## src/rtl/fifo_sync_param.sv

```systemverilog
// Parametrised single-clock FIFO with occupancy count, almost-full/almost-empty
// thresholds, overflow/underflow pulses and an optional first-word-fall-through read port.
module fifo_sync_param #(
  parameter int DATA_WIDTH = 8,
  parameter int DEPTH      = 16,
  parameter int AF_THRESH  = 14,
  parameter int AE_THRESH  = 2,
  parameter bit FWFT       = 1'b0
) (
  input  logic                        clk,
  input  logic                        rst,
  input  logic                        write_enable,
  input  logic                        read_enable,
  input  logic [DATA_WIDTH-1:0]       data_in,
  output logic [DATA_WIDTH-1:0]       data_out,
  output logic                        empty,
  output logic                        full,
  output logic                        almost_empty,
  output logic                        almost_full,
  output logic [$clog2(DEPTH):0]      count,
  output logic                        overflow,
  output logic                        underflow
);

  localparam int AW = $clog2(DEPTH);
  localparam int CW = AW + 1;

  localparam logic [CW-1:0] DEPTH_C     = CW'(DEPTH);
  localparam logic [CW-1:0] AF_THRESH_C = CW'(AF_THRESH);
  localparam logic [CW-1:0] AE_THRESH_C = CW'(AE_THRESH);

  logic [DATA_WIDTH-1:0] mem_q [DEPTH];

  logic [AW-1:0] wr_ptr_q, wr_ptr_d;
  logic [AW-1:0] rd_ptr_q, rd_ptr_d;
  logic [CW-1:0] count_q, count_d;
  logic          overflow_q, overflow_d;
  logic          underflow_q, underflow_d;

  logic                  wr_accept;
  logic                  rd_accept;
  logic [DATA_WIDTH-1:0] head_word;

  assign empty        = (count_q == '0);
  assign full         = (count_q == DEPTH_C);
  assign almost_empty = (count_q <= AE_THRESH_C);
  assign almost_full  = (count_q >= AF_THRESH_C);
  assign count        = count_q;
  assign overflow     = overflow_q;
  assign underflow    = underflow_q;

  assign head_word = mem_q[rd_ptr_q];

  // A read frees a slot in the same cycle, so a full FIFO still takes a write alongside a read.
  always_comb begin
    rd_accept   = read_enable && !empty;
    wr_accept   = write_enable && (!full || rd_accept);
    wr_ptr_d    = wr_ptr_q;
    rd_ptr_d    = rd_ptr_q;
    count_d     = count_q;
    overflow_d  = write_enable && full && !rd_accept;
    underflow_d = read_enable && empty;

    if (wr_accept) begin
      wr_ptr_d = wr_ptr_q + AW'(1);
    end
    if (rd_accept) begin
      rd_ptr_d = rd_ptr_q + AW'(1);
    end

    case ({wr_accept, rd_accept})
      2'b10:   count_d = count_q + CW'(1);
      2'b01:   count_d = count_q - CW'(1);
      default: count_d = count_q;
    endcase
  end

  always_ff @(posedge clk or posedge rst) begin
    if (rst) begin
      wr_ptr_q    <= '0;
      rd_ptr_q    <= '0;
      count_q     <= '0;
      overflow_q  <= 1'b0;
      underflow_q <= 1'b0;
    end else begin
      wr_ptr_q    <= wr_ptr_d;
      rd_ptr_q    <= rd_ptr_d;
      count_q     <= count_d;
      overflow_q  <= overflow_d;
      underflow_q <= underflow_d;
    end
  end

  // Storage is deliberately left out of reset; the pointers alone define what is valid.
  always_ff @(posedge clk) begin
    if (wr_accept) begin
      mem_q[wr_ptr_q] <= data_in;
    end
  end

  if (FWFT) begin : g_fwft
    assign data_out = empty ? '0 : head_word;
  end else begin : g_std
    logic [DATA_WIDTH-1:0] data_out_q, data_out_d;

    always_comb begin
      data_out_d = data_out_q;
      if (rd_accept) begin
        data_out_d = head_word;
      end
    end

    always_ff @(posedge clk or posedge rst) begin
      if (rst) begin
        data_out_q <= '0;
      end else begin
        data_out_q <= data_out_d;
      end
    end

    assign data_out = data_out_q;
  end

endmodule

```

## config.mk

```make
export PLATFORM = sky130hd
export DESIGN_NAME = fifo_sync_param
export DESIGN_NICKNAME = d
export VERILOG_FILES = /design/src/rtl/fifo_sync_param.sv
export SDC_FILE = /design/constraint.sdc
export NUM_CORES = 1
export LEC_CHECK = 0
export ABC_AREA = 1
export BUFFER_PORTS_ARGS = -buffer_cell sky130_fd_sc_hd__clkbuf_2
export CAP_MARGIN = 20
export CORE_UTILIZATION = 61
export DETAILED_ROUTE_END_ITERATION = 8
export PLACE_DENSITY = 0.79
export SLEW_MARGIN = 10
export SYNTH_ARGS = -nofsm -noshare
export SYNTH_HDL_FRONTEND = slang
export SYNTH_SLANG_ARGS = --single-unit
```

## constraint.sdc

```tcl
create_clock -name clk -period 4.3 [get_ports clk]
set_input_delay 0.215 -clock clk [delete_from_list [all_inputs] [get_ports clk]]
set_output_delay 0.215 -clock clk [all_outputs]
set_load 0.1 [all_outputs]
```

== Word level (Yosys, flattened, before mapping) ==
Memories as Yosys holds them, arrays and structs flattened. A register that Yosys moved wholly into a read port is not among the register bits.
Cells that the tools add are included.
Storage, ports and cells
  bits in registers: 15
  RAM bits: 128
  input bits: 12
  output and inout bits: 19
  word-level logic and storage cells: 29
  memories kept: 1
Memories
  mem_q: words 16, bits a word 8, read ports 1, clocked after Yosys merged registers in 1, write ports 1, line 32  | logic [DATA_WIDTH-1:0] mem_q [DEPTH];
Cells by class
  add/subtract/negate cells: 4
  $lt $le $gt $ge: 2
  equality and inequality tests: 3
  multiplexer cells: 3
  reductions and logical operators: 11
Operator list (count)
  5-bit one-hot mux with 2 select lines: 1
  4-bit by 1-bit adder with 4-bit output, second input constant: 2
  5-bit by 1-bit adder with 5-bit output, second input constant: 1
  5-bit == test, second input constant: 1
  5-bit by 4-bit >= comparator with 1-bit output, second input constant: 1
  5-bit by 2-bit less-or-equal comparator with 1-bit output, second input constant: 1
  1-bit logical AND: 5
  5-bit zero test: 1
  5-bit by 1-bit subtractor with 5-bit output, second input constant: 1
  1-bit zero test: 3
  2-bit by 1-bit == test with 1-bit output, second input constant: 1
  2-bit == test, second input constant: 1
  1-bit two-way mux: 2
  2-bit nonzero test: 1
  1-bit logical OR: 1

== Logic depth before layout (Yosys ltp) ==
  depth after elaboration: 7
  gate-level depth with buffers: 15
  gate-level depth less buffers: 15

== Least setup slack after synthesis ==
Ideal clock, no wire load.
  path type: reg2reg
  from: register count_q[4], in the netlist count[4]
  to: memory mem_q[4][0], enable pin
  setup time: 0.273 ns
  arrival: 2.690 ns
  data required time: 4.027 ns
  setup slack: 1.337 ns
  cell stages (with the launch flop): 8
  path buffers: 0
  clock period less this slack: 2.963 ns
  cell sequence: dfrtp_1 -> inv_1 -> nor2_2 -> nand2_2 -> nand2_4 -> inv_4 -> nand2_1 -> nor2_1
Between the ends
  elaborated cells between the ends (all ways): 9
  those cells by class: eq/ne: 1; mux: 2; reduce/logical: 6
RTL lines
  start, declared: line 36  | logic [CW-1:0] count_q, count_d;
  start signal, assigned: line 88  | count_q <= count_d;
  5-bit == test: line 45  | assign full = (count_q == DEPTH_C);
  via full: line 17  | output logic full,
  1-bit zero test: line 57  | wr_accept = write_enable && (!full || rd_accept);
  1-bit logical OR: line 57
  1-bit logical AND: line 57
  1-bit two-way mux: line 96  | if (wr_accept) begin
  1-bit two-way mux (not written as such): line 97  | mem_q[wr_ptr_q] <= data_in;
  end, declared: line 32
The timed path passes the listed nets, and every way through them passes these cells.

==> flow_summary_export.csv <==
group,metric,value,unit
outcome,status,"finished clean",
placed_design,placedInstanceArea,0.006514,mm2
global_routing,overflow,0,
setup_path,worstPathArrival,2780,ps
yosys,syn_area,0.006307,mm2
route,wl,13.83,mm
pwr,ir_drop,0.4602,mV
yosys,netlist-cell-type-count,26,
yosys,post-synth-top-area-cell,"edfxtp_1",
setup_path,worstSetupPathType,"reg -> reg",
sta,maxSlewHeadroom,0.3545,
placed_design,place_hpwl,8.767,mm
yosys,synth_top_area_frac,0.6094,
setup_path,cp_slowest_cell,"inv_1",
setup_path,path_max_fanout,35,
hold_path,holdCritPathClass,"in -> reg",
setup_path,worstSetupStartpointType,"flip-flop",
setup_path,rr_worst_depth,6,
yosys,synth_cells,526,
yosys,synthAdderAreaFrac,0.01389,
pwr,powerDensity,766.1,mW/mm2
sta,finalSetupViolations,0,
route,wl_met3,1.091,mm
cts,cts-hold-fix-buffers,2,
floorplan,fp-row-count,36,
sta,fin_crit_sh,0.5425,
yosys,yosysWarnings,0,
final_layout,diodes,0,
yosys,ys_ff_latch,151,
final_layout,final_common_cell,"edfxtp_1",
global_routing,grt_max_degree,67,
setup_path,cp_common_cell,"o211ai_1",
global_routing,grt_pass1_vias,3942,
floorplan,die_h,103.7,um
cts,cts_resized,0,
final_layout,syn_to_final_growth,12.02,%
sta,hold_viol_final,0,
placed_design,port_buffers,30,
setup_path,rrSetupSlack,1970,ps
setup_path,cp_top_family,"buffers and inverters",
cts,cts_buffer_depth,2,
setup_path,cpPeakStageDelay,590,ps
final_layout,fin_area,0.007066,mm2
yosys,yosysSeqAreaShare,0.7007,
yosys,synth_xor_area_frac,0.01111,
yosys,synth_top_family_by_area,"simple AND/OR/NAND/NOR gates",
global_routing,grt_pass1_wl,21.47,mm
cts,htreeDepth,4,
final_layout,final_cell_mix,"edfxtp_1, nor2_1, o21ai_0, nand2_1, o211ai_1",
setup_path,crit_cells,6,
sta,fin_tns_setup,0,ps
route,dr_wl_met2,6.673,mm
global_routing,antenna_found_initial,0,
cts,clk_latency,530,ps
cts,cts_root_buf,"clkbuf_8",
yosys,syn_area_per_cell,11.99,um2
yosys,muxShareOfSynthArea,0,
global_routing,grt_usage,0.2733,
sta,layout_min_cycle_time,2333,ps
sta,maxSlewViolCount,0,
floorplan,core,0.009910,mm2
run,drv_cap,0,
yosys,synth_area_leaders,"edfxtp_1, dfrtp_1, nor2_1, o21ai_0, o211ai_1",
route,remaining_drc_errors,0,
yosys,synthSimpleGateAreaFrac,0.1283,
setup_path,critPathRequiredTime,4750,ps
setup_path,path_buf_inv,2,
pwr,p_leak,0.002547,uW
route,vias_per_cell,5.959,
route,drt_iter0_markers,395,
route,drt_first_pass_iters,5,
placed_design,dp.cells,666,
floorplan,die_area,0.01075,mm2
final_layout,fin_nets,573,
cts,clock-sinks,151,
hold_path,holdPathStages,3,
route,ant_nets,0,
sta,fmax,428.6,MHz
route,top_layer,"met4",
route,wire_per_inst,19.76,um
yosys,synth_nets,545,
sta,worst_clock_skew,8.784,ps
cts,cts_made_buffers,17,
route,vias,4171,
setup_path,end_kind,"flip-flop",
cts,clk_pin_slew,60,ps
yosys,synth_compound_area_frac,0.1087,
placed_design,place.gp.congestion,0.8716,
cts,cts_setup_buffers,0,
final_layout,drive_above_1_share,0.1446,
floorplan,fp.dieW,103.7,um
setup_path,crit_chain,"inv_1 -> buf_4 -> nor2_1 -> o211ai_1 -> o211ai_1 -> a31oi_1",
sta,max_slew.worst_pin.slew,968.3,ps
sta,rsz0062_at_grt,"no",
cts,cts_tree,"done",
route,wl_met1,5.663,mm
floorplan,initial_utilization,0.6365,
final_layout,layout.cells.non_filler,700,
final_layout,nFillCells,696,
final_layout,post-route-util,0.7130,
floorplan,io_pins,31,
[cell usage after synthesis (all sizes together)]
cell      n
edfxtp  128
nor2    127
o21ai    78
nand2    40
o211ai   32
inv      24
dfrtp    23
nand3    18
buf      17
clkbuf    9
a31oi     8
xor2      8
ha        7
nand4     4
clkinv    2
a21oi     1
[per-layer routing]
metal / global-route usage / vias up
met2: 0.4233 / 211
met3: 0.04405 / 34
met5: 0 / -
met1: 0.3826 / 1996
li1: - / 1930
met4: 0.1337 / 0
[where the power goes]
group | total, uW | switching, uW | internal, uW
Sequential | 2060 | 246 | 1820
Combinational | 2030 | 1550 | 473
Clock | 1320 | 605 | 718
[final timing paths]
kind                                          from                       to
min in group asynchronous                      rst     count[4]$_DFFE_PP0P_
min reg2reg                   count[4]$_DFFE_PP0P_     count[4]$_DFFE_PP0P_
max in group asynchronous                      rst  rd_ptr_q[0]$_DFFE_PP0N_
max reg2reg                rd_ptr_q[0]$_DFFE_PP0N_  data_out[5]$_DFFE_PP0N_
max                        rd_ptr_q[0]$_DFFE_PP0N_  data_out[5]$_DFFE_PP0N_
min                                    read_enable      underflow$_DFF_PP0_
[cell type report]
type / instances / area (um2) / area share
multi-input combinational: 323 / 1653 / 0.2339
timing repair buffer: 35 / 192.7 / 0.02727
sequential: 151 / 4422 / 0.6258
inverter: 26 / 100.1 / 0.01417
clock inverter: 15 / 117.6 / 0.01665
clock buffer: 17 / 414.1 / 0.05862
tap: 133 / 166.4 / 0.02355
[flip-flops by register name, summed over array words and instances, names as in the netlist]
name and count:
mem_q 128, data_out 8, count 5, rd_ptr_q 4, wr_ptr_q 4, overflow 1, underflow 1
[stage by stage]
stage          hold WS (ps)  total power, uW  setup slack, ps
3_5_place_dp          445.4             4080             2024
6_report              27.66             5413             1967
2_1_floorplan         216.9             3606             1337
5_1_grt               27.49             5655             1832
4_1_cts               4.730             5401             2001
3_3_place_gp          428.0             4008             2131
[kinds of logic after synthesis]
kind of cell,count (synthesis)
XOR/XNOR,8
buffers and inverters,52
AO/OA/AOI/OAI,119
flip-flops,151
AND/OR/NAND/NOR,189
adder cells (fa/ha/maj),7
[worst reg2reg max path, delay by kind of cell, from the launching register on]
kind	cells	cell delay, ps
and+or+nand+nor	1	100
buffers and inverters	2	1080
AOI/OAI and AO/OA	3	680
DFF	1	400
Power figures use the tool's default switching activity.
